===== src/rtl/fmul_pkg.sv =====
// Shared definitions for the single-precision multiplier post-normalisation stage.
// Holds the operand class encoding, IEEE-754 binary32 field constants and the
// bit positions of the {overflow, underflow, inexact} flag vector.
package fmul_pkg;

    // Operand class carried alongside the raw significand product.
    typedef enum logic [1:0] {
        ClsNormal = 2'b00,
        ClsZero   = 2'b01,
        ClsInf    = 2'b10,
        ClsNan    = 2'b11
    } fmul_class_e;

    localparam int BIAS    = 127;
    localparam int EXP_MAX = 255;
    localparam int FRAC_W  = 23;

    // Positions within the 3-bit flags vector.
    localparam int FLAG_OVF = 2;
    localparam int FLAG_UNF = 1;
    localparam int FLAG_NX  = 0;

endpackage


===== src/rtl/fmul_post_norm_if.sv =====
// Product-in / result-out bus of the multiplier post-normalisation stage.
//   s_valid/s_ready     : product handshake (upstream -> stage)
//   s_sign, s_exp       : product sign and signed biased exponent sum (EXP_W bits)
//   s_mant              : raw 24x24 significand product
//   s_class             : operand class (normal, zero, inf, NaN)
//   m_valid/m_ready     : result handshake (stage -> downstream)
//   z, flags            : binary32 result and {overflow, underflow, inexact}
// Modports: master = environment driving products and sinking results,
//           slave  = the post-normalisation stage itself.
interface fmul_post_norm_if #(
    parameter int EXP_W = 10
) ();
    import fmul_pkg::*;

    logic                    s_valid;
    logic                    s_ready;
    logic                    s_sign;
    logic signed [EXP_W-1:0] s_exp;
    logic [47:0]             s_mant;
    fmul_class_e             s_class;
    logic                    m_valid;
    logic                    m_ready;
    logic [31:0]             z;
    logic [2:0]              flags;

    modport master (
        output s_valid,
        output s_sign,
        output s_exp,
        output s_mant,
        output s_class,
        output m_ready,
        input  s_ready,
        input  m_valid,
        input  z,
        input  flags
    );

    modport slave (
        input  s_valid,
        input  s_sign,
        input  s_exp,
        input  s_mant,
        input  s_class,
        input  m_ready,
        output s_ready,
        output m_valid,
        output z,
        output flags
    );

endinterface


===== src/rtl/fmul_round.sv =====
// Combinational round-to-nearest-even of a 23-bit fraction.
//   i_frac   : fraction before rounding
//   i_guard  : first bit below the fraction
//   i_sticky : OR of every bit below the guard
//   i_lsb    : fraction LSB (tie-break bit)
//   o_frac   : rounded fraction
//   o_carry  : rounding carried out of the fraction (caller bumps the exponent)
module fmul_round
    import fmul_pkg::*;
(
    input  logic [FRAC_W-1:0] i_frac,
    input  logic              i_guard,
    input  logic              i_sticky,
    input  logic              i_lsb,
    output logic [FRAC_W-1:0] o_frac,
    output logic              o_carry
);

    logic w_round_up;

    // Exact ties round toward the even fraction.
    assign w_round_up = i_guard & (i_sticky | i_lsb);

    assign {o_carry, o_frac} = {1'b0, i_frac} + {{FRAC_W{1'b0}}, w_round_up};

endmodule


===== src/rtl/fmul_post_norm.sv =====
// Post-normalisation, rounding and packing of a single-precision multiply.
// Two-stage pipeline: stage 1 normalises the raw 48-bit significand product,
// stage 2 rounds (nearest-even), handles exponent over/underflow and special
// classes and holds the packed result until the consumer takes it.
// A result presented on the bus in cycle t is visible on m_valid/z/flags in
// cycle t+2 when not stalled; one result per cycle sustained.
// Ports:
//   clk  : clock, rising edge
//   rst  : asynchronous active-low reset, clears all valids and the outputs
//   bus  : fmul_post_norm_if.slave (product in, result out)
// Parameters:
//   EXP_W     : width of the signed biased exponent sum
//   NAN_CANON : quiet NaN emitted for every NaN result
// Build option:
//   FMUL_DENORM_EN : defined -> tiny results become subnormals with correct
//                    rounding; undefined -> tiny results flush to signed zero.
module fmul_post_norm
    import fmul_pkg::*;
#(
    parameter int          EXP_W     = 10,
    parameter logic [31:0] NAN_CANON = 32'h7FC0_0000
) (
    input  logic            clk,
    input  logic            rst,
    fmul_post_norm_if.slave bus
);

    // ------------------------------------------------------------------
    // Handshake
    // ------------------------------------------------------------------
    logic r_st1_v;
    logic r_st2_v;
    logic w_st1_en;
    logic w_st2_en;

    assign w_st2_en = !r_st2_v || bus.m_ready;
    assign w_st1_en = !r_st1_v || w_st2_en;

    assign bus.s_ready = w_st1_en;

    // ------------------------------------------------------------------
    // Stage 1: normalise
    // ------------------------------------------------------------------
    logic [FRAC_W-1:0]   w_n_frac;
    logic                w_n_guard;
    logic                w_n_sticky;
    logic signed [EXP_W:0] w_n_exp;

    always_comb begin
        // The product of two 1.x significands is in [1,4): leading one is bit 47 or 46.
        if (bus.s_mant[47]) begin
            w_n_frac   = bus.s_mant[46:24];
            w_n_guard  = bus.s_mant[23];
            w_n_sticky = |bus.s_mant[22:0];
        end else begin
            w_n_frac   = bus.s_mant[45:23];
            w_n_guard  = bus.s_mant[22];
            w_n_sticky = |bus.s_mant[21:0];
        end
        w_n_exp = $signed({bus.s_exp[EXP_W-1], bus.s_exp})
                + $signed({{EXP_W{1'b0}}, bus.s_mant[47]});
    end

    logic                  r_st1_sign;
    logic signed [EXP_W:0] r_st1_exp;
    logic [FRAC_W-1:0]     r_st1_frac;
    logic                  r_st1_guard;
    logic                  r_st1_sticky;
    fmul_class_e           r_st1_class;

    // ------------------------------------------------------------------
    // Stage 2: round and pack
    // ------------------------------------------------------------------
    logic                    w_tiny;
    logic [FRAC_W-1:0]       w_r_frac_in;
    logic                    w_r_guard;
    logic                    w_r_sticky;
    logic signed [EXP_W+1:0] w_exp_base;
    logic signed [EXP_W+1:0] w_exp_fin;
    logic [FRAC_W-1:0]       w_rnd_frac;
    logic                    w_rnd_carry;
    logic                    w_inexact;
    logic [31:0]             w_z;
    logic [2:0]              w_flags;

    assign w_tiny = (int'(r_st1_exp) <= 0);

`ifdef FMUL_DENORM_EN
    logic [4:0]  w_sh;
    logic [48:0] w_den;

    always_comb begin
        // Shift by 1-exp; beyond 25 every significand bit already lands in sticky.
        if (!w_tiny) begin
            w_sh = '0;
        end else if (int'(r_st1_exp) < -24) begin
            w_sh = 5'd25;
        end else begin
            w_sh = 5'(1 - int'(r_st1_exp));
        end
        // {hidden 1, frac, guard} followed by room for the bits shifted out.
        w_den = 49'({1'b1, r_st1_frac, r_st1_guard, 25'b0} >> w_sh);

        if (w_tiny) begin
            w_r_frac_in = w_den[48:26];
            w_r_guard   = w_den[25];
            w_r_sticky  = (|w_den[24:0]) | r_st1_sticky;
            w_exp_base  = '0;
        end else begin
            w_r_frac_in = r_st1_frac;
            w_r_guard   = r_st1_guard;
            w_r_sticky  = r_st1_sticky;
            w_exp_base  = {r_st1_exp[EXP_W], r_st1_exp};
        end
    end
`else
    always_comb begin
        w_r_frac_in = r_st1_frac;
        w_r_guard   = r_st1_guard;
        w_r_sticky  = r_st1_sticky;
        w_exp_base  = {r_st1_exp[EXP_W], r_st1_exp};
    end
`endif

    fmul_round u_round (
        .i_frac   (w_r_frac_in),
        .i_guard  (w_r_guard),
        .i_sticky (w_r_sticky),
        .i_lsb    (w_r_frac_in[0]),
        .o_frac   (w_rnd_frac),
        .o_carry  (w_rnd_carry)
    );

    // A carry out of a subnormal fraction naturally promotes it to exponent 1.
    assign w_exp_fin = w_exp_base + $signed({{(EXP_W+1){1'b0}}, w_rnd_carry});
    assign w_inexact = w_r_guard | w_r_sticky;

    always_comb begin
        w_z     = '0;
        w_flags = '0;
        unique case (r_st1_class)
            ClsZero: w_z = {r_st1_sign, 31'b0};
            ClsInf:  w_z = {r_st1_sign, 8'hFF, 23'b0};
            ClsNan:  w_z = NAN_CANON;
            default: begin
                if (int'(w_exp_fin) >= EXP_MAX) begin
                    w_z               = {r_st1_sign, 8'hFF, 23'b0};
                    w_flags[FLAG_OVF] = 1'b1;
                    w_flags[FLAG_NX]  = 1'b1;
`ifndef FMUL_DENORM_EN
                end else if (w_tiny) begin
                    w_z               = {r_st1_sign, 31'b0};
                    w_flags[FLAG_UNF] = 1'b1;
                    w_flags[FLAG_NX]  = 1'b1;
`endif
                end else begin
                    w_z              = {r_st1_sign, w_exp_fin[7:0], w_rnd_frac};
                    w_flags[FLAG_NX] = w_inexact;
`ifdef FMUL_DENORM_EN
                    w_flags[FLAG_UNF] = w_tiny & w_inexact;
`endif
                end
            end
        endcase
    end

    logic [31:0] r_z;
    logic [2:0]  r_flags;

    // ------------------------------------------------------------------
    // State
    // ------------------------------------------------------------------
    always_ff @(posedge clk or negedge rst) begin
        if (!rst) begin
            r_st1_v      <= 1'b0;
            r_st1_sign   <= 1'b0;
            r_st1_exp    <= '0;
            r_st1_frac   <= '0;
            r_st1_guard  <= 1'b0;
            r_st1_sticky <= 1'b0;
            r_st1_class  <= ClsNormal;
            r_st2_v      <= 1'b0;
            r_z          <= '0;
            r_flags      <= '0;
        end else begin
            if (w_st1_en) begin
                r_st1_v <= bus.s_valid;
                if (bus.s_valid) begin
                    r_st1_sign   <= bus.s_sign;
                    r_st1_exp    <= w_n_exp;
                    r_st1_frac   <= w_n_frac;
                    r_st1_guard  <= w_n_guard;
                    r_st1_sticky <= w_n_sticky;
                    r_st1_class  <= bus.s_class;
                end
            end
            if (w_st2_en) begin
                r_st2_v <= r_st1_v;
                if (r_st1_v) begin
                    r_z     <= w_z;
                    r_flags <= w_flags;
                end
            end
        end
    end

    assign bus.m_valid = r_st2_v;
    assign bus.z       = r_z;
    assign bus.flags   = r_flags;

endmodule


===== src/flat_wrapper.sv =====
// flat-port wrapper written by rule: the top's interface ports become plain ports
module fmul_post_norm_flat import fmul_pkg::*;
#(
    parameter int          EXP_W     = 10,
    parameter logic [31:0] NAN_CANON = 32'h7FC0_0000
)
  (clk, rst, bus_s_valid, bus_s_sign, bus_s_exp, bus_s_mant, bus_s_class, bus_m_ready, bus_s_ready, bus_m_valid, bus_z, bus_flags);
  fmul_post_norm_if #(.EXP_W(EXP_W)) bus_i ();
  input  logic clk;
  input  logic rst;
  input wire logic [$bits(bus_i.s_valid)-1:0] bus_s_valid;
  input wire logic [$bits(bus_i.s_sign)-1:0] bus_s_sign;
  input wire logic [$bits(bus_i.s_exp)-1:0] bus_s_exp;
  input wire logic [$bits(bus_i.s_mant)-1:0] bus_s_mant;
  input wire logic [$bits(bus_i.s_class)-1:0] bus_s_class;
  input wire logic [$bits(bus_i.m_ready)-1:0] bus_m_ready;
  output wire logic [$bits(bus_i.s_ready)-1:0] bus_s_ready;
  output wire logic [$bits(bus_i.m_valid)-1:0] bus_m_valid;
  output wire logic [$bits(bus_i.z)-1:0] bus_z;
  output wire logic [$bits(bus_i.flags)-1:0] bus_flags;
  assign bus_i.s_valid = bus_s_valid;
  assign bus_i.s_sign = bus_s_sign;
  assign bus_i.s_exp = bus_s_exp;
  assign bus_i.s_mant = bus_s_mant;
  assign bus_i.s_class = bus_s_class;
  assign bus_i.m_ready = bus_m_ready;
  assign bus_s_ready = bus_i.s_ready;
  assign bus_m_valid = bus_i.m_valid;
  assign bus_z = bus_i.z;
  assign bus_flags = bus_i.flags;
  fmul_post_norm #(.EXP_W(EXP_W), .NAN_CANON(NAN_CANON)) u_core (.clk(clk), .rst(rst), .bus(bus_i));
endmodule

===== config.mk =====
export PLATFORM = sky130hd
export DESIGN_NAME = fmul_post_norm_flat
export DESIGN_NICKNAME = d
export VERILOG_FILES = /design/src/rtl/fmul_pkg.sv /design/src/rtl/fmul_post_norm_if.sv /design/src/rtl/fmul_round.sv /design/src/rtl/fmul_post_norm.sv /design/src/flat_wrapper.sv
export SDC_FILE = /design/constraint.sdc
export NUM_CORES = 1
export LEC_CHECK = 0
export ABC_AREA = 1
export ABC_CLOCK_PERIOD_IN_PS = 7300
export BUFFER_PORTS_ARGS = -buffer_cell sky130_fd_sc_hd__buf_2
export CAP_MARGIN = 15
export CELL_PAD_IN_SITES_DETAIL_PLACEMENT = 1
export CELL_PAD_IN_SITES_GLOBAL_PLACEMENT = 1
export CORE_MARGIN = 2
export CORE_UTILIZATION = 42
export CTS_CLUSTER_SIZE = 16
export DETAILED_ROUTE_END_ITERATION = 10
export MAX_ROUTING_LAYER = met4
export PLACE_DENSITY = 0.95
export SLEW_MARGIN = 0
export SYNTH_ARGS = -nofsm -noshare
export SYNTH_HDL_FRONTEND = slang
export SYNTH_HIERARCHICAL = 1
export SYNTH_SLANG_ARGS = --single-unit
export TNS_END_PERCENT = 30

===== constraint.sdc =====
create_clock -name clk -period 7.3 [get_ports clk]
set_input_delay 0.365 -clock clk [delete_from_list [all_inputs] [get_ports clk]]
set_output_delay 0.365 -clock clk [all_outputs]
set_load 0.05 [all_outputs]

==> Word level (Yosys, flattened, before mapping) <==
Cells that the tools add are included.
{ "word_totals": {"inputBits": 65, "out_inout_bits": 37, "register_bits": 76, "word_cells": 42} }
{ "classes": {"order_cmp": 2, "eq_ne": 3, "n_bitwise": 3, "muxes": 12, "reduce_logical": 9, "n_addsub": 3} }
{ "op_table": {"columns": ["cell", "count"], "rows": [
  ["$pmux W32 S3", 1],
  ["$mux W31", 2],
  ["$add A23 B1 Y24", 1],
  ["$mux W23", 1],
  ["$reduce_or A23 Y1", 1],
  ["$reduce_or A22 Y1", 1],
  ["$add A11 B2 Y12", 1],
  ["$ge A12 B9 Y1 const B", 1],
  ["$add A10 B2 Y11", 1],
  ["$le A11 B1 Y1 const B", 1],
  ["$mux W1", 7],
  ["$eq A2 B2 Y1 const B", 2],
  ["$reduce_and A2 Y1", 2],
  ["$mux W3", 1],
  ["$reduce_or A3 Y1", 1],
  ["$eq A2 B1 Y1 const B", 1],
  ["$logic_not A1 Y1", 2],
  ["$logic_or A1 B1 Y1", 2],
  ["$or A1 B1 Y1", 2],
  ["$and A1 B1 Y1", 1]
]} }

==> Logic depth before layout (Yosys ltp) <==
Gate-level depths: netlist of run 1.
{ "depth": {"word_depth": 7, "depth_mapped": 22, "ltp_nobuf": 21} }

==> Hierarchy <==
The synthesis of run 1 kept the hierarchy.
{ "by_module_without_submodules": {"columns": ["mod", "area_per_inst_um2", "seq_area_each_um2", "cells_per_inst", "n_inst"], "rows": [
  ["fmul_post_norm", 3783.6, 1901.8, 486, 1],
  ["fmul_round", 684.4, 0.0, 118, 1]
]} }

==> Worst setup path after synthesis of run 1 <==
OpenSTA, ideal clock, no wires.
{ "synth_timing": {"path_kind": "register -> register", "start": "register u_core.r_st1_frac[0]", "end": "register u_core.r_z[25] (netlist: u_core/bus.z[25])", "synth_period_minus_slack_ns": 2.592, "setup_time_ns": 0.131, "required_ns": 7.169, "arrival_time_ns": 2.461, "slack_ns": 4.708, "stages_incl_launch_ff": 22, "n_path_buf": 1, "cell_sequence": "dfrtp_1 > o21a_1 > ha_1 > inv_1 > nor2_4 > nand2_4 > nor2_4 > nand3_2 > nor2_1 > ha_1 > nand3_1 > inv_1 > nand2_1 > o21ai_2 > inv_1 > nor2_2 > nand3_2 > nand2_2 > buf_6 > nand2_1 > nand2_1 > a21oi_1"} }
{ "synth_via": {"elab_chain_len": 7, "elab_cells_between_ends": 8, "cone_classes": "add/sub: 2; order compare: 1; mux: 3; bitwise: 2"} }
{ "synth_rtl": {"columns": ["item", "line", "rtl"], "rows": [
  ["start, declared", "fmul_post_norm.sv:66", "logic [FRAC_W-1:0] r_st1_frac;"],
  ["start signal, assigned", "fmul_post_norm.sv:191", "r_st1_frac <= w_n_frac;"],
  ["$or A1 B1 Y1", "fmul_round.sv:22", "assign w_round_up = i_guard & (i_sticky | i_lsb);"],
  ["$and A1 B1 Y1", "fmul_round.sv:22", null],
  ["$add A23 B1 Y24 (*)", "fmul_round.sv:24", "assign {o_carry, o_frac} = {1'b0, i_frac} + {{FRAC_W{1'b0}}, w_round_up};"],
  ["named net u_core.w_rnd_carry", "fmul_post_norm.sv:81", "logic w_rnd_carry;"],
  ["$add A11 B2 Y12 (*)", "fmul_post_norm.sv:135", "assign w_exp_fin = w_exp_base + $signed({{(EXP_W+1){1'b0}}, w_rnd_carry});"],
  ["$ge A12 B9 Y1 or $mux W31 (tied branches)", "fmul_post_norm.sv:146, fmul_post_norm.sv:151", null],
  ["$mux W31 (*)", "fmul_post_norm.sv:146", "if (int'(w_exp_fin) >= EXP_MAX) begin"],
  ["$pmux W32 S3 (*)", "fmul_post_norm.sv:141", "unique case (r_st1_class)"],
  ["end signal, assigned", "fmul_post_norm.sv:200", "r_z <= w_z;"],
  ["end, declared", "fmul_post_norm.sv:167", "logic [31:0] r_z;"]
]} }
Mark *: on every way through the listed nets, which the timed path passes. The rest lies on a longest branch.
A chain may end at the register's enable or synchronous reset.

==> Final worst setup path of run 1 <==
{ "layout_timing": {"start": "register u_core.r_st1_frac[0]", "end": "register u_core.r_z[24] (netlist: u_core/bus.z[24])"} }
The elaborated chain is that of the path after synthesis.

==> flow_results.xml, run 1 <==
<?xml version="1.0" encoding="UTF-8"?>
<metrics>
  <group name="status">
    <metric name="outcome" unit="">finished clean</metric>
  </group>
  <group name="power_and_ir_drop">
    <metric name="clock_power_share" unit="%">21.9</metric>
    <metric name="p_leak" unit="uW">0.00275</metric>
    <metric name="total_internal_power" unit="uW">760</metric>
    <metric name="totalPowerFinal" unit="uW">1320</metric>
    <metric name="proportion_of_power_drawn_by_flip_flops_and_latches" unit="%">43.4</metric>
    <metric name="power_density" unit="mW/mm^2">251</metric>
    <metric name="power_frac_comb" unit="%">34.7</metric>
    <metric name="power.net_switching" unit="uW">558</metric>
    <metric name="power_switching_share" unit="%">42.3</metric>
    <metric name="max-vdd-ir-drop" unit="uV">119</metric>
  </group>
  <group name="global_routing">
    <metric name="grt_start_max_net_pins" unit="">77</metric>
    <metric name="groute.usage.overall" unit="%">23.8</metric>
    <metric name="sum_of_overflow_across_all_layers_after_global_routing" unit="">0</metric>
    <metric name="grt_antenna_before_repair" unit="">0</metric>
    <metric name="first_global_vias" unit="">4487</metric>
    <metric name="grt_pass1_wl" unit="um">21200</metric>
  </group>
  <group name="placement">
    <metric name="post-dp-hpwl" unit="um">9870</metric>
    <metric name="routabilityCongestion" unit="">0.899</metric>
    <metric name="number_of_i_o_port_buffers" unit="">101</metric>
    <metric name="pre_cts_slack" unit="ps">3960</metric>
    <metric name="dpl_cell_area" unit="mm^2">0.00507</metric>
  </group>
  <group name="clock_tree">
    <metric name="cts_made_buffers" unit="">9</metric>
    <metric name="tritoncts_clock_tree" unit="">built</metric>
    <metric name="clk_latency" unit="ps">360</metric>
    <metric name="clk_root_buffer_cell" unit="">sky130_fd_sc_hd__clkbuf_8</metric>
    <metric name="clock-sinks" unit="">76</metric>
    <metric name="post_cts_resize_count" unit="">0</metric>
    <metric name="clk_path_buf_depth" unit="">2</metric>
    <metric name="hold_buffers" unit="">0</metric>
    <metric name="cts-htree-levels" unit="">3</metric>
    <metric name="postCtsSetupRepairBufs" unit="">0</metric>
    <metric name="cts.reportedPaths.clkPinSlew" unit="ps">70</metric>
  </group>
  <group name="logic_synthesis">
    <metric name="yosysMostFrequentCell" unit="">sky130_fd_sc_hd__nand2_1</metric>
    <metric name="synthTopCellsByCount" unit="">sky130_fd_sc_hd__nand2_1, sky130_fd_sc_hd__dfrtp_1, sky130_fd_sc_hd__nor2_1, sky130_fd_sc_hd__nand3_1, sky130_fd_sc_hd__inv_1</metric>
    <metric name="synth.area.top_cells" unit="">sky130_fd_sc_hd__dfrtp_1, sky130_fd_sc_hd__nand2_1, sky130_fd_sc_hd__nand3_1</metric>
    <metric name="ys_seq_elements" unit="">76</metric>
    <metric name="synth-edff-count" unit="">0</metric>
    <metric name="yosys_warnings" unit="">6</metric>
    <metric name="syn_inst" unit="">604</metric>
    <metric name="postSynth.topFlopCell" unit="">sky130_fd_sc_hd__dfrtp_1</metric>
    <metric name="syn_avg_cell_area" unit="um^2">7.40</metric>
    <metric name="synth_fp_nets" unit="">676</metric>
    <metric name="post_synth_num_cell_types" unit="">38</metric>
    <metric name="syn_area" unit="mm^2">0.00447</metric>
    <metric name="post-synth-top-area-fraction" unit="%">42.6</metric>
    <metric name="fraction_of_registers_with_async_set_or_reset_after_synthesis" unit="%">100</metric>
    <metric name="synth_seq_area_share" unit="%">42.6</metric>
    <metric name="netlist.top_cell.by_area" unit="">sky130_fd_sc_hd__dfrtp_1</metric>
  </group>
  <group name="routing">
    <metric name="drtPass1Iterations" unit="">4</metric>
    <metric name="drc_errors" unit="">0</metric>
    <metric name="vias" unit="">4320</metric>
    <metric name="wl_per_cell" unit="um">15.2</metric>
    <metric name="vias_per_cell" unit="">5.15</metric>
    <metric name="antenna_left" unit="">0</metric>
    <metric name="final_wirelength" unit="um">12700</metric>
    <metric name="drt_iter0_markers" unit="">246</metric>
  </group>
  <group name="critical_path">
    <metric name="cp_max_fo" unit="">32</metric>
    <metric name="critical-path-max-stage-delay" unit="ps">420</metric>
    <metric name="ff2ff_path_depth" unit="">20</metric>
    <metric name="critical_path_required" unit="ps">7530</metric>
    <metric name="critical_path.slowest_cell" unit="">sky130_fd_sc_hd__nand2_2</metric>
    <metric name="wp_buf_inv" unit="">1</metric>
    <metric name="worst_setup_path_start_kind" unit="">flip-flop</metric>
    <metric name="r2r-start" unit="">u_core/r_st1_frac[0]</metric>
    <metric name="cp_top_family" unit="">simple AND/OR/NAND/NOR gates</metric>
    <metric name="critical_path.reg2reg.endpoint" unit="">u_core/bus.z[24]</metric>
    <metric name="critical_path_arrival" unit="ps">3630</metric>
    <metric name="critical_path.cell_chain" unit="">o21a_1 &gt; ha_1 &gt; inv_1 &gt; nor2_4 &gt; nand2_4 &gt; nor2_4 &gt; nand3_2 &gt; nor2_1 &gt; ha_1 &gt; nand3_1 &gt; nor2_1 &gt; nand2_1 &gt; nand2_1 &gt; nand2_1 &gt; nor2_1 &gt; nand3_2 &gt; nand2_2 &gt; nand2_1 &gt; nand2_1 &gt; a21oi_1</metric>
    <metric name="r2r_setup_slack" unit="ps">3900</metric>
    <metric name="critical_path_class" unit="">reg -&gt; reg</metric>
    <metric name="path_common_cell" unit="">sky130_fd_sc_hd__nand2_1</metric>
    <metric name="crit_path_end_kind" unit="">flip-flop</metric>
    <metric name="cp-endpoint" unit="">u_core/bus.z[24]</metric>
    <metric name="startpoint" unit="">u_core/r_st1_frac[0]</metric>
    <metric name="critical_path_cell_count" unit="">20</metric>
  </group>
  <group name="timing">
    <metric name="worst_clock_skew" unit="ps">4.20</metric>
    <metric name="hold_violations" unit="">0</metric>
    <metric name="timing.setup.tns" unit="ps">0</metric>
    <metric name="max_slew_violations" unit="">0</metric>
    <metric name="fin_crit_sh" unit="%">46.5</metric>
    <metric name="worst_slew_pin_slew" unit="ps">1090</metric>
    <metric name="timing.slew.headroom" unit="%">27.4</metric>
    <metric name="grt_setup_unrepaired" unit="">no</metric>
    <metric name="layout_min_cycle_time" unit="ps">3400</metric>
    <metric name="timing.final.ws_setup" unit="ps">3900</metric>
    <metric name="timing.fmax" unit="MHz">294</metric>
    <metric name="setup_viol_count_final" unit="">0</metric>
  </group>
  <group name="final_layout">
    <metric name="flow.area_growth_from_synthesis" unit="%">17.5</metric>
    <metric name="drive_gt1_share" unit="%">22.3</metric>
    <metric name="n_fill_cell" unit="">1386</metric>
    <metric name="antenna-diode-count" unit="">0</metric>
    <metric name="finish.net_count" unit="">771</metric>
    <metric name="stdcell_area" unit="mm^2">0.00525</metric>
  </group>
  <group name="worst_hold_path">
    <metric name="min-delay-path-class" unit="">in -&gt; reg</metric>
  </group>
  <group name="job">
    <metric name="cap_violations" unit="">0</metric>
  </group>
  <group name="floorplan">
    <metric name="die_w" unit="um">107</metric>
    <metric name="placementRows" unit="">37</metric>
    <metric name="die_area" unit="mm^2">0.0115</metric>
    <metric name="number_of_top_level_pins" unit="">102</metric>
    <metric name="vertical_extent_of_the_die" unit="um">107</metric>
    <metric name="floorplan.core_area" unit="mm^2">0.0103</metric>
    <metric name="initial_standard_cell_utilization_of_the_core" unit="%">43.3</metric>
  </group>
</metrics>
-- stage by stage --
stage,hold slack [ps],cells,util [%]
CTS,195,838,50.8
detailed placement,470,823,49.1
global placement,459,823,49.1
finish,204,839,50.9
global route,241,839,50.9
floorplan,69.4,604,-
-- registers in the layout, indices dropped and copies added, names as in the netlist --
name	count
u_core/bus.flags	3
u_core/bus.m_valid	1
u_core/bus.z	32
u_core/r_st1_class	2
u_core/r_st1_exp	11
u_core/r_st1_frac	23
u_core/r_st1_guard	1
u_core/r_st1_sign	1
u_core/r_st1_sticky	1
u_core/r_st1_v	1
-- worst min-delay path: cells and delay by family --
kind / cells / cell delay [ps]
AND/OR/NAND/NOR: 2 / 90
buffers and inverters: 1 / 80
-- power by group through the flow --
stage | clock network (uW) | registers [uW] | logic, uW
4_1_cts | 295 | 570 | 460
2_1_floorplan | 0 | 694 | 198
3_5_place_dp | 0 | 578 | 457
6_report | 288 | 572 | 458
3_3_place_gp | 0 | 573 | 438
5_1_grt | 309 | 582 | 501
-- cell usage in the layout (no fill, tap or decap), types with 3 or more instances in the layout --
cell type                  instances
sky130_fd_sc_hd__nand2_1         207
sky130_fd_sc_hd__buf_2           101
sky130_fd_sc_hd__dfrtp_1          76
sky130_fd_sc_hd__nor2_1           58
sky130_fd_sc_hd__nand3_1          45
sky130_fd_sc_hd__inv_1            42
sky130_fd_sc_hd__o21ai_0          35
sky130_fd_sc_hd__or2_2            12
sky130_fd_sc_hd__xor2_1           12
sky130_fd_sc_hd__a21oi_1          12
sky130_fd_sc_hd__clkbuf_8         11
sky130_fd_sc_hd__a31oi_1          11
sky130_fd_sc_hd__nor2_4            7
sky130_fd_sc_hd__nand3b_1          7
sky130_fd_sc_hd__xnor2_1           7
sky130_fd_sc_hd__ha_1              7
sky130_fd_sc_hd__nand2_2           6
sky130_fd_sc_hd__nor4_1            6
sky130_fd_sc_hd__nor2_2            5
sky130_fd_sc_hd__buf_4             4
sky130_fd_sc_hd__clkbuf_1          3
sky130_fd_sc_hd__nand4_1           3
sky130_fd_sc_hd__nand3_2           3
sky130_fd_sc_hd__nand2_4           3
-- worst min-delay path by stage --
stage | startpoint | cells past startpoint | to
after global routing | bus_s_sign | 3 | u_core/r_st1_sign
final | bus_s_sign | 3 | u_core/r_st1_sign
after CTS | bus_s_sign | 3 | u_core/r_st1_sign
after floorplan | rst | 0 | u_core/bus.flags[0]
after global placement | u_core/bus.z[3] | 2 | u_core/bus.z[3]
after detailed placement | u_core/bus.z[11] | 2 | u_core/bus.z[11]
-- layer usage --
metal / track usage, % / wire length [um]
met5: - / 0
met2: 37.5 / 5920
met3: 3.34 / 554
met4: 6.86 / 211
met1: 32.3 / 6020
-- layout make-up --
type / count / area [um^2] / share of cell area, %
clock inverter: 1 / 7.51 / 0.143
clock buffer: 14 / 163 / 3.10
inverter: 45 / 169 / 3.22
sequential: 76 / 1900 / 36.2
tap: 136 / 170 / 3.24
timing repair buffer: 105 / 536 / 10.2
multi-input combinational: 462 / 2300 / 43.9
-- cell families after synthesis --
kind of cell / Yosys count / share of synthesized area (%)
flops: 76 / 42.6
simple gates: 367 / 37.1
buf+inv: 66 / 5.88
xor+xnor: 19 / 3.72
fa+ha+maj: 7 / 1.96
compound gates: 69 / 8.77
No activity file was read; power rests on OpenSTA's default activity.
==> inputs of run 2 (changes only) <==
--- a/config.mk
+++ b/config.mk
@@ -6,17 +6,17 @@
 export NUM_CORES = 1
 export LEC_CHECK = 0
 export ABC_AREA = 1
-export ABC_CLOCK_PERIOD_IN_PS = 7300
+export ABC_CLOCK_PERIOD_IN_PS = 3500
 export BUFFER_PORTS_ARGS = -buffer_cell sky130_fd_sc_hd__buf_2
 export CAP_MARGIN = 15
 export CELL_PAD_IN_SITES_DETAIL_PLACEMENT = 1
 export CELL_PAD_IN_SITES_GLOBAL_PLACEMENT = 1
 export CORE_MARGIN = 2
-export CORE_UTILIZATION = 42
+export CORE_UTILIZATION = 39
 export CTS_CLUSTER_SIZE = 16
 export DETAILED_ROUTE_END_ITERATION = 10
 export MAX_ROUTING_LAYER = met4
-export PLACE_DENSITY = 0.95
+export PLACE_DENSITY = 0.9
 export SLEW_MARGIN = 0
 export SYNTH_ARGS = -nofsm -noshare
 export SYNTH_HDL_FRONTEND = slang
==> constraint.sdc (replaced) <==
create_clock -name clk -period 3.5 [get_ports clk]
set_input_delay 0.175 -clock clk [delete_from_list [all_inputs] [get_ports clk]]
set_output_delay 0.175 -clock clk [all_outputs]
set_load 0.05 [all_outputs]
==> run 2 against run 1 <==
Power up 130%. Largest power group unchanged. Count of clock-buffer cells in the layout down 1. Highest routed layer unchanged. Final area up 3.0%. Sequential share of layout area down 1.0 points. Largest cell class unchanged.
==> flow_results.xml, run 2 (same netlist as run 1, synthesis figures left out) <==
<?xml version="1.0" encoding="UTF-8"?>
<metrics>
  <group name="status">
    <metric name="outcome" unit="">finished clean</metric>
  </group>
  <group name="clock_tree">
    <metric name="clk_latency" unit="ps">340</metric>
    <metric name="clk_path_buf_depth" unit="">2</metric>
    <metric name="postCtsSetupRepairBufs" unit="">0</metric>
    <metric name="cts-htree-levels" unit="">3</metric>
    <metric name="hold_buffers" unit="">0</metric>
    <metric name="cts.reportedPaths.clkPinSlew" unit="ps">50</metric>
    <metric name="cts_made_buffers" unit="">9</metric>
    <metric name="clk_root_buffer_cell" unit="">sky130_fd_sc_hd__clkbuf_16</metric>
    <metric name="tritoncts_clock_tree" unit="">built</metric>
    <metric name="clock-sinks" unit="">76</metric>
  </group>
  <group name="placement">
    <metric name="routabilityCongestion" unit="">0.830</metric>
    <metric name="post-dp-hpwl" unit="um">9960</metric>
    <metric name="number_of_i_o_port_buffers" unit="">101</metric>
  </group>
  <group name="global_routing">
    <metric name="first_global_vias" unit="">4344</metric>
    <metric name="groute.usage.overall" unit="%">22.4</metric>
    <metric name="grt_pass1_wl" unit="um">21700</metric>
    <metric name="grt_antenna_before_repair" unit="">0</metric>
    <metric name="grt_start_max_net_pins" unit="">51</metric>
    <metric name="sum_of_overflow_across_all_layers_after_global_routing" unit="">0</metric>
  </group>
  <group name="power_and_ir_drop">
    <metric name="totalPowerFinal" unit="uW">3070</metric>
    <metric name="power_density" unit="mW/mm^2">568</metric>
    <metric name="max-vdd-ir-drop" unit="uV">301</metric>
    <metric name="p_leak" unit="uW">0.00282</metric>
  </group>
  <group name="final_layout">
    <metric name="drive_gt1_share" unit="%">22.4</metric>
    <metric name="largest_register_ff_count" unit="">32</metric>
    <metric name="layout_commonest_cell" unit="">sky130_fd_sc_hd__nand2_1</metric>
    <metric name="flow.area_growth_from_synthesis" unit="%">21.0</metric>
    <metric name="n_fill_cell" unit="">1504</metric>
    <metric name="most-common-layout-cells" unit="">sky130_fd_sc_hd__nand2_1, sky130_fd_sc_hd__buf_2, sky130_fd_sc_hd__dfrtp_1, sky130_fd_sc_hd__nor2_1, sky130_fd_sc_hd__nand3_1</metric>
    <metric name="finish.net_count" unit="">772</metric>
    <metric name="antenna-diode-count" unit="">0</metric>
  </group>
  <group name="timing">
    <metric name="worst_slew_pin_slew" unit="ps">1050</metric>
    <metric name="fin_crit_sh" unit="%">90.9</metric>
    <metric name="timing.fmax" unit="MHz">314</metric>
    <metric name="max_slew_violations" unit="">0</metric>
    <metric name="hold_violations" unit="">0</metric>
    <metric name="layout_min_cycle_time" unit="ps">3180</metric>
    <metric name="worst_clock_skew" unit="ps">5.62</metric>
    <metric name="grt_setup_unrepaired" unit="">no</metric>
    <metric name="timing.setup.tns" unit="ps">0</metric>
    <metric name="setup_viol_count_final" unit="">0</metric>
    <metric name="timing.slew.headroom" unit="%">29.8</metric>
  </group>
  <group name="critical_path">
    <metric name="critical_path_class" unit="">reg -&gt; reg</metric>
    <metric name="critical-path-max-stage-delay" unit="ps">410</metric>
    <metric name="critical_path_required" unit="ps">3710</metric>
    <metric name="critical_path.slowest_cell" unit="">sky130_fd_sc_hd__dfrtp_1</metric>
    <metric name="r2r_setup_slack" unit="ps">320</metric>
    <metric name="worst_setup_path_start_kind" unit="">flip-flop</metric>
    <metric name="cp_top_family" unit="">simple AND/OR/NAND/NOR gates</metric>
    <metric name="crit_path_end_kind" unit="">flip-flop</metric>
    <metric name="cp_max_fo" unit="">32</metric>
    <metric name="wp_buf_inv" unit="">3</metric>
    <metric name="critical_path.cell_chain" unit="">o21a_1 &gt; ha_1 &gt; inv_1 &gt; nor2_4 &gt; nand2_4 &gt; nor2_4 &gt; nand3_2 &gt; nor2_1 &gt; ha_1 &gt; nand3_1 &gt; inv_1 &gt; nand2_1 &gt; o21ai_4 &gt; inv_1 &gt; nor2_2 &gt; nand3_2 &gt; nand2_8 &gt; nand2_1 &gt; nand2_1 &gt; a21oi_1</metric>
    <metric name="critical_path_arrival" unit="ps">3390</metric>
  </group>
  <group name="routing">
    <metric name="drc_errors" unit="">0</metric>
    <metric name="drt_iter0_markers" unit="">175</metric>
    <metric name="wl_per_cell" unit="um">15.3</metric>
    <metric name="final_wirelength" unit="um">13000</metric>
    <metric name="antenna_left" unit="">0</metric>
    <metric name="vias_per_cell" unit="">5.02</metric>
    <metric name="drtPass1Iterations" unit="">4</metric>
    <metric name="vias" unit="">4256</metric>
  </group>
  <group name="floorplan">
    <metric name="die_w" unit="um">111</metric>
    <metric name="vertical_extent_of_the_die" unit="um">111</metric>
    <metric name="number_of_top_level_pins" unit="">102</metric>
    <metric name="die_area" unit="mm^2">0.0123</metric>
    <metric name="initial_standard_cell_utilization_of_the_core" unit="%">39.5</metric>
    <metric name="placementRows" unit="">39</metric>
    <metric name="floorplan.core_area" unit="mm^2">0.0113</metric>
  </group>
  <group name="worst_hold_path">
    <metric name="min-delay-path-class" unit="">in -&gt; async</metric>
  </group>
  <group name="job">
    <metric name="cap_violations" unit="">0</metric>
  </group>
</metrics>
-- run 2: power breakdown --
| group | internal (uW) | leakage, uW | total (uW) | switching (uW) |
|---|---|---|---|---|
| clock | 567 | 0.000140 | 908 | 341 |
| sequential | 1030 | 0.000935 | 1200 | 166 |
| combinational | 266 | 0.00175 | 965 | 699 |
| total | 1870 | 0.00282 | 3070 | 1210 |
-- run 2: final timing paths --
| kind | startpoint | end | cells past startpoint |
|---|---|---|---|
| min reg2reg | u_core/bus.z[11] | u_core/bus.z[11] | 2 |
| max reg2reg | u_core/r_st1_sticky | u_core/bus.z[23] | 20 |
| min in group clk | bus_s_sign | u_core/r_st1_sign | 3 |
| min | rst | u_core/bus.z[14] | 1 |
| max in group asynchronous | rst | u_core/bus.z[8] | 2 |
| max | u_core/r_st1_sticky | u_core/bus.z[23] | 20 |
-- run 2: per-layer routing --
metal / up-vias / track usage (%) / share of wire, %
li1: 2129 / - / -
met1: 2012 / 31.2 / 49
met2: 106 / 34.3 / 46
met3: 9 / 3.50 / 3.9
met4: 0 / 6.26 / 1.1
met5: - / - / 0
-- run 2: what timing repair did --
item	CTS	global route
setup endpoints to repair	0	32
resized for setup	0	3
endpoints found under the hold margin	0	0
-- run 2: final cells by class --
class                   instances  area, um^2  area share (%)
repair buffers                106         547            10.1
well taps                     143         179            3.31
inverters                      45         169            3.12
clock inverters                 2        35.0           0.648
clock buffers                  13         250            4.63
multi-input cells             462        2320            43.0
flip-flops and latches         76        1900            35.2
-- run 2: stage by stage --
| stage | std cells | util (%) | cell area, um^2 | setup slack [ps] | hold WS, ps |
|---|---|---|---|---|---|
| CTS | 846 | 47.5 | 5370 | 152 | 29.1 |
| detailed placement | 831 | 44.9 | 5090 | 152 | 386 |
| finish | 847 | 47.8 | 5410 | 317 | 22.5 |
| global route | 847 | 47.8 | 5410 | 43.1 | 41.4 |
| floorplan | 604 | - | 4470 | 908 | -121 |
| global placement | 831 | 44.9 | 5090 | 452 | 374 |
==> inputs of run 3 (changes only) <==
==> constraint.sdc (replaced) <==
create_clock -name clk -period 3.5 [get_ports clk]
set_input_delay 0.875 -clock clk [delete_from_list [all_inputs] [get_ports clk]]
set_output_delay 0.875 -clock clk [all_outputs]
set_load 0.05 [all_outputs]
==> run 3 against run 2 <==
Count of clock-buffer cells in the layout fell by 1. Critical path depth did not move. Worst setup slack improved by 50 ps. Global-route usage fell by 0.37 points. Power rose by 0.58%. Sequential share of layout area barely moved. Utilization rose by 0.066 points. Final area rose by 0.14%. Hold slack improved by 450 ps. Via count fell by 0.82%. Final cell count did not move. Sequential power barely moved. Critical path type unchanged. Largest power group unchanged.
==> flow_results.xml, run 3 (same netlist as run 1, synthesis figures left out) <==
<?xml version="1.0" encoding="UTF-8"?>
<metrics>
  <group name="status">
    <metric name="outcome" unit="">finished clean</metric>
  </group>
  <group name="critical_path">
    <metric name="critical_path_arrival" unit="ps">3340</metric>
    <metric name="critical_path.slowest_cell" unit="">sky130_fd_sc_hd__dfrtp_1</metric>
    <metric name="cp_max_fo" unit="">32</metric>
    <metric name="wp_buf_inv" unit="">3</metric>
    <metric name="ff2ff_path_depth" unit="">20</metric>
    <metric name="cp_top_family" unit="">simple AND/OR/NAND/NOR gates</metric>
    <metric name="startpoint" unit="">u_core/r_st1_frac[0]</metric>
    <metric name="r2r-start" unit="">u_core/r_st1_frac[0]</metric>
    <metric name="r2r_setup_slack" unit="ps">370</metric>
    <metric name="crit_path_end_kind" unit="">flip-flop</metric>
    <metric name="critical_path_class" unit="">reg -&gt; reg</metric>
    <metric name="critical_path_required" unit="ps">3700</metric>
    <metric name="critical_path_cell_count" unit="">20</metric>
    <metric name="cp-endpoint" unit="">u_core/bus.z[23]</metric>
    <metric name="critical_path.reg2reg.endpoint" unit="">u_core/bus.z[23]</metric>
    <metric name="worst_setup_path_start_kind" unit="">flip-flop</metric>
    <metric name="critical-path-max-stage-delay" unit="ps">400</metric>
    <metric name="critical_path.cell_chain" unit="">o21a_1 &gt; ha_1 &gt; inv_1 &gt; nor2_4 &gt; nand2_4 &gt; nor2_4 &gt; nand3_2 &gt; nor2_1 &gt; ha_1 &gt; nand3_1 &gt; inv_1 &gt; nand2_1 &gt; o21ai_4 &gt; inv_1 &gt; nor2_2 &gt; nand3_2 &gt; nand2_8 &gt; nand2_1 &gt; nand2_1 &gt; a21oi_1</metric>
  </group>
  <group name="global_routing">
    <metric name="grt_pass1_wl" unit="um">21500</metric>
    <metric name="sum_of_overflow_across_all_layers_after_global_routing" unit="">0</metric>
    <metric name="groute.usage.overall" unit="%">22.0</metric>
    <metric name="grt_start_max_net_pins" unit="">77</metric>
    <metric name="first_global_vias" unit="">4310</metric>
    <metric name="grt_antenna_before_repair" unit="">0</metric>
  </group>
  <group name="final_layout">
    <metric name="layout_commonest_cell" unit="">sky130_fd_sc_hd__nand2_1</metric>
    <metric name="antenna-diode-count" unit="">0</metric>
    <metric name="n_fill_cell" unit="">1473</metric>
    <metric name="most-common-layout-cells" unit="">sky130_fd_sc_hd__nand2_1, sky130_fd_sc_hd__buf_2, sky130_fd_sc_hd__dfrtp_1, sky130_fd_sc_hd__nor2_1, sky130_fd_sc_hd__nand3_1</metric>
    <metric name="flow.area_growth_from_synthesis" unit="%">21.2</metric>
    <metric name="drive_gt1_share" unit="%">22.7</metric>
    <metric name="finish.net_count" unit="">771</metric>
    <metric name="largest_register_ff_count" unit="">32</metric>
    <metric name="finish.utilization" unit="%">47.8</metric>
  </group>
  <group name="routing">
    <metric name="final_wirelength" unit="um">12700</metric>
    <metric name="drt_iter0_markers" unit="">143</metric>
    <metric name="antenna_left" unit="">0</metric>
    <metric name="vias_per_cell" unit="">4.98</metric>
    <metric name="drc_errors" unit="">0</metric>
    <metric name="drtPass1Iterations" unit="">4</metric>
    <metric name="vias" unit="">4221</metric>
    <metric name="wl_per_cell" unit="um">15.0</metric>
  </group>
  <group name="clock_tree">
    <metric name="tritoncts_clock_tree" unit="">built</metric>
    <metric name="postCtsSetupRepairBufs" unit="">0</metric>
    <metric name="cts.reportedPaths.clkPinSlew" unit="ps">60</metric>
    <metric name="clock-sinks" unit="">76</metric>
    <metric name="clk_latency" unit="ps">330</metric>
    <metric name="clk_root_buffer_cell" unit="">sky130_fd_sc_hd__clkbuf_16</metric>
    <metric name="cts-htree-levels" unit="">3</metric>
    <metric name="post_cts_resize_count" unit="">0</metric>
    <metric name="hold_buffers" unit="">0</metric>
    <metric name="clk_path_buf_depth" unit="">2</metric>
    <metric name="cts_made_buffers" unit="">9</metric>
  </group>
  <group name="job">
    <metric name="cap_violations" unit="">0</metric>
  </group>
  <group name="timing">
    <metric name="timing.fmax" unit="MHz">319</metric>
    <metric name="worst_slew_pin_slew" unit="ps">1040</metric>
    <metric name="worst_clock_skew" unit="ps">8.35</metric>
    <metric name="timing.slew.headroom" unit="%">30.7</metric>
    <metric name="timing.setup.tns" unit="ps">0</metric>
    <metric name="layout_min_cycle_time" unit="ps">3130</metric>
    <metric name="grt_setup_unrepaired" unit="">no</metric>
    <metric name="setup_viol_count_final" unit="">0</metric>
    <metric name="hold_violations" unit="">0</metric>
    <metric name="fin_crit_sh" unit="%">89.5</metric>
    <metric name="max_slew_violations" unit="">0</metric>
  </group>
  <group name="power_and_ir_drop">
    <metric name="totalPowerFinal" unit="uW">3090</metric>
    <metric name="p_leak" unit="uW">0.00282</metric>
    <metric name="power_density" unit="mW/mm^2">571</metric>
    <metric name="max-vdd-ir-drop" unit="uV">320</metric>
  </group>
  <group name="worst_hold_path">
    <metric name="min-delay-path-class" unit="">reg -&gt; reg</metric>
  </group>
  <group name="placement">
    <metric name="number_of_i_o_port_buffers" unit="">101</metric>
    <metric name="post-dp-hpwl" unit="um">9590</metric>
    <metric name="routabilityCongestion" unit="">0.856</metric>
  </group>
  <group name="floorplan">
    <metric name="floorplan.core_area" unit="mm^2">0.0113</metric>
    <metric name="vertical_extent_of_the_die" unit="um">111</metric>
    <metric name="die_w" unit="um">111</metric>
    <metric name="die_area" unit="mm^2">0.0123</metric>
    <metric name="placementRows" unit="">39</metric>
    <metric name="initial_standard_cell_utilization_of_the_core" unit="%">39.5</metric>
    <metric name="number_of_top_level_pins" unit="">102</metric>
  </group>
</metrics>
[run 3: how the worst min path moves through the flow]
| stage | startpoint | end | slack [ps] | cells after the start |
|---|---|---|---|---|
| 2_1_floorplan | u_core/r_st1_sign | u_core/r_st1_sign | 450 | 2 |
| 3_3_place_gp | u_core/bus.z[1] | u_core/bus.z[1] | 460 | 2 |
| 3_5_place_dp | u_core/bus.z[19] | u_core/bus.z[19] | 460 | 2 |
| 4_1_cts | u_core/bus.z[19] | u_core/bus.z[19] | 480 | 2 |
| 5_1_grt | u_core/bus.flags[1] | u_core/bus.flags[1] | 500 | 2 |
| 6_report | u_core/bus.z[19] | u_core/bus.z[19] | 470 | 2 |
[run 3: worst register-to-register path: cells and delay by family (launching register included)]
family                   cells  cell delay (ps)
AND/OR/NAND/NOR             12             1520
flip-flops                   1              400
AO/OA/AOI/OAI                3              500
buffers and inverters        3              240
adder cells (fa/ha/maj)      2              350
[run 3: per-layer routing]
| metal | up-vias | global-route usage, % | part of all wire, % |
|---|---|---|---|
| met3 | 14 | 2.62 | 3.6 |
| met5 | - | - | 0 |
| met2 | 96 | 34.0 | 46 |
| met4 | 0 | 7.00 | 1.6 |
| met1 | 1984 | 30.6 | 49 |
| li1 | 2127 | - | - |
[run 3: power by group]
part	switching (uW)	internal, uW
logic	694	264
registers	163	1030
clock network	348	588
total	1200	1880
[run 3: cell type report]
type	instances	area (um^2)	area share [%]
Clock buffer	12	256	4.74
Clock inverter	4	47.5	0.878
Inverter	45	169	3.12
Multi-Input combinational cell	462	2320	42.9
Sequential cell	76	1900	35.1
Tap cell	143	179	3.30
Timing Repair Buffer	105	536	9.89
[run 3: stage by stage]
| step | hold slack [ps] | cell area (um^2) | instances | setup WS [ps] |
|---|---|---|---|---|
| after floorplan | 450 | 4470 | 604 | 908 |
| after global placement | 459 | 5090 | 831 | 454 |
| after detailed placement | 463 | 5090 | 831 | 218 |
| after CTS | 480 | 5390 | 847 | 190 |
| after global routing | 502 | 5410 | 847 | 21.4 |
| final | 473 | 5410 | 847 | 367 |
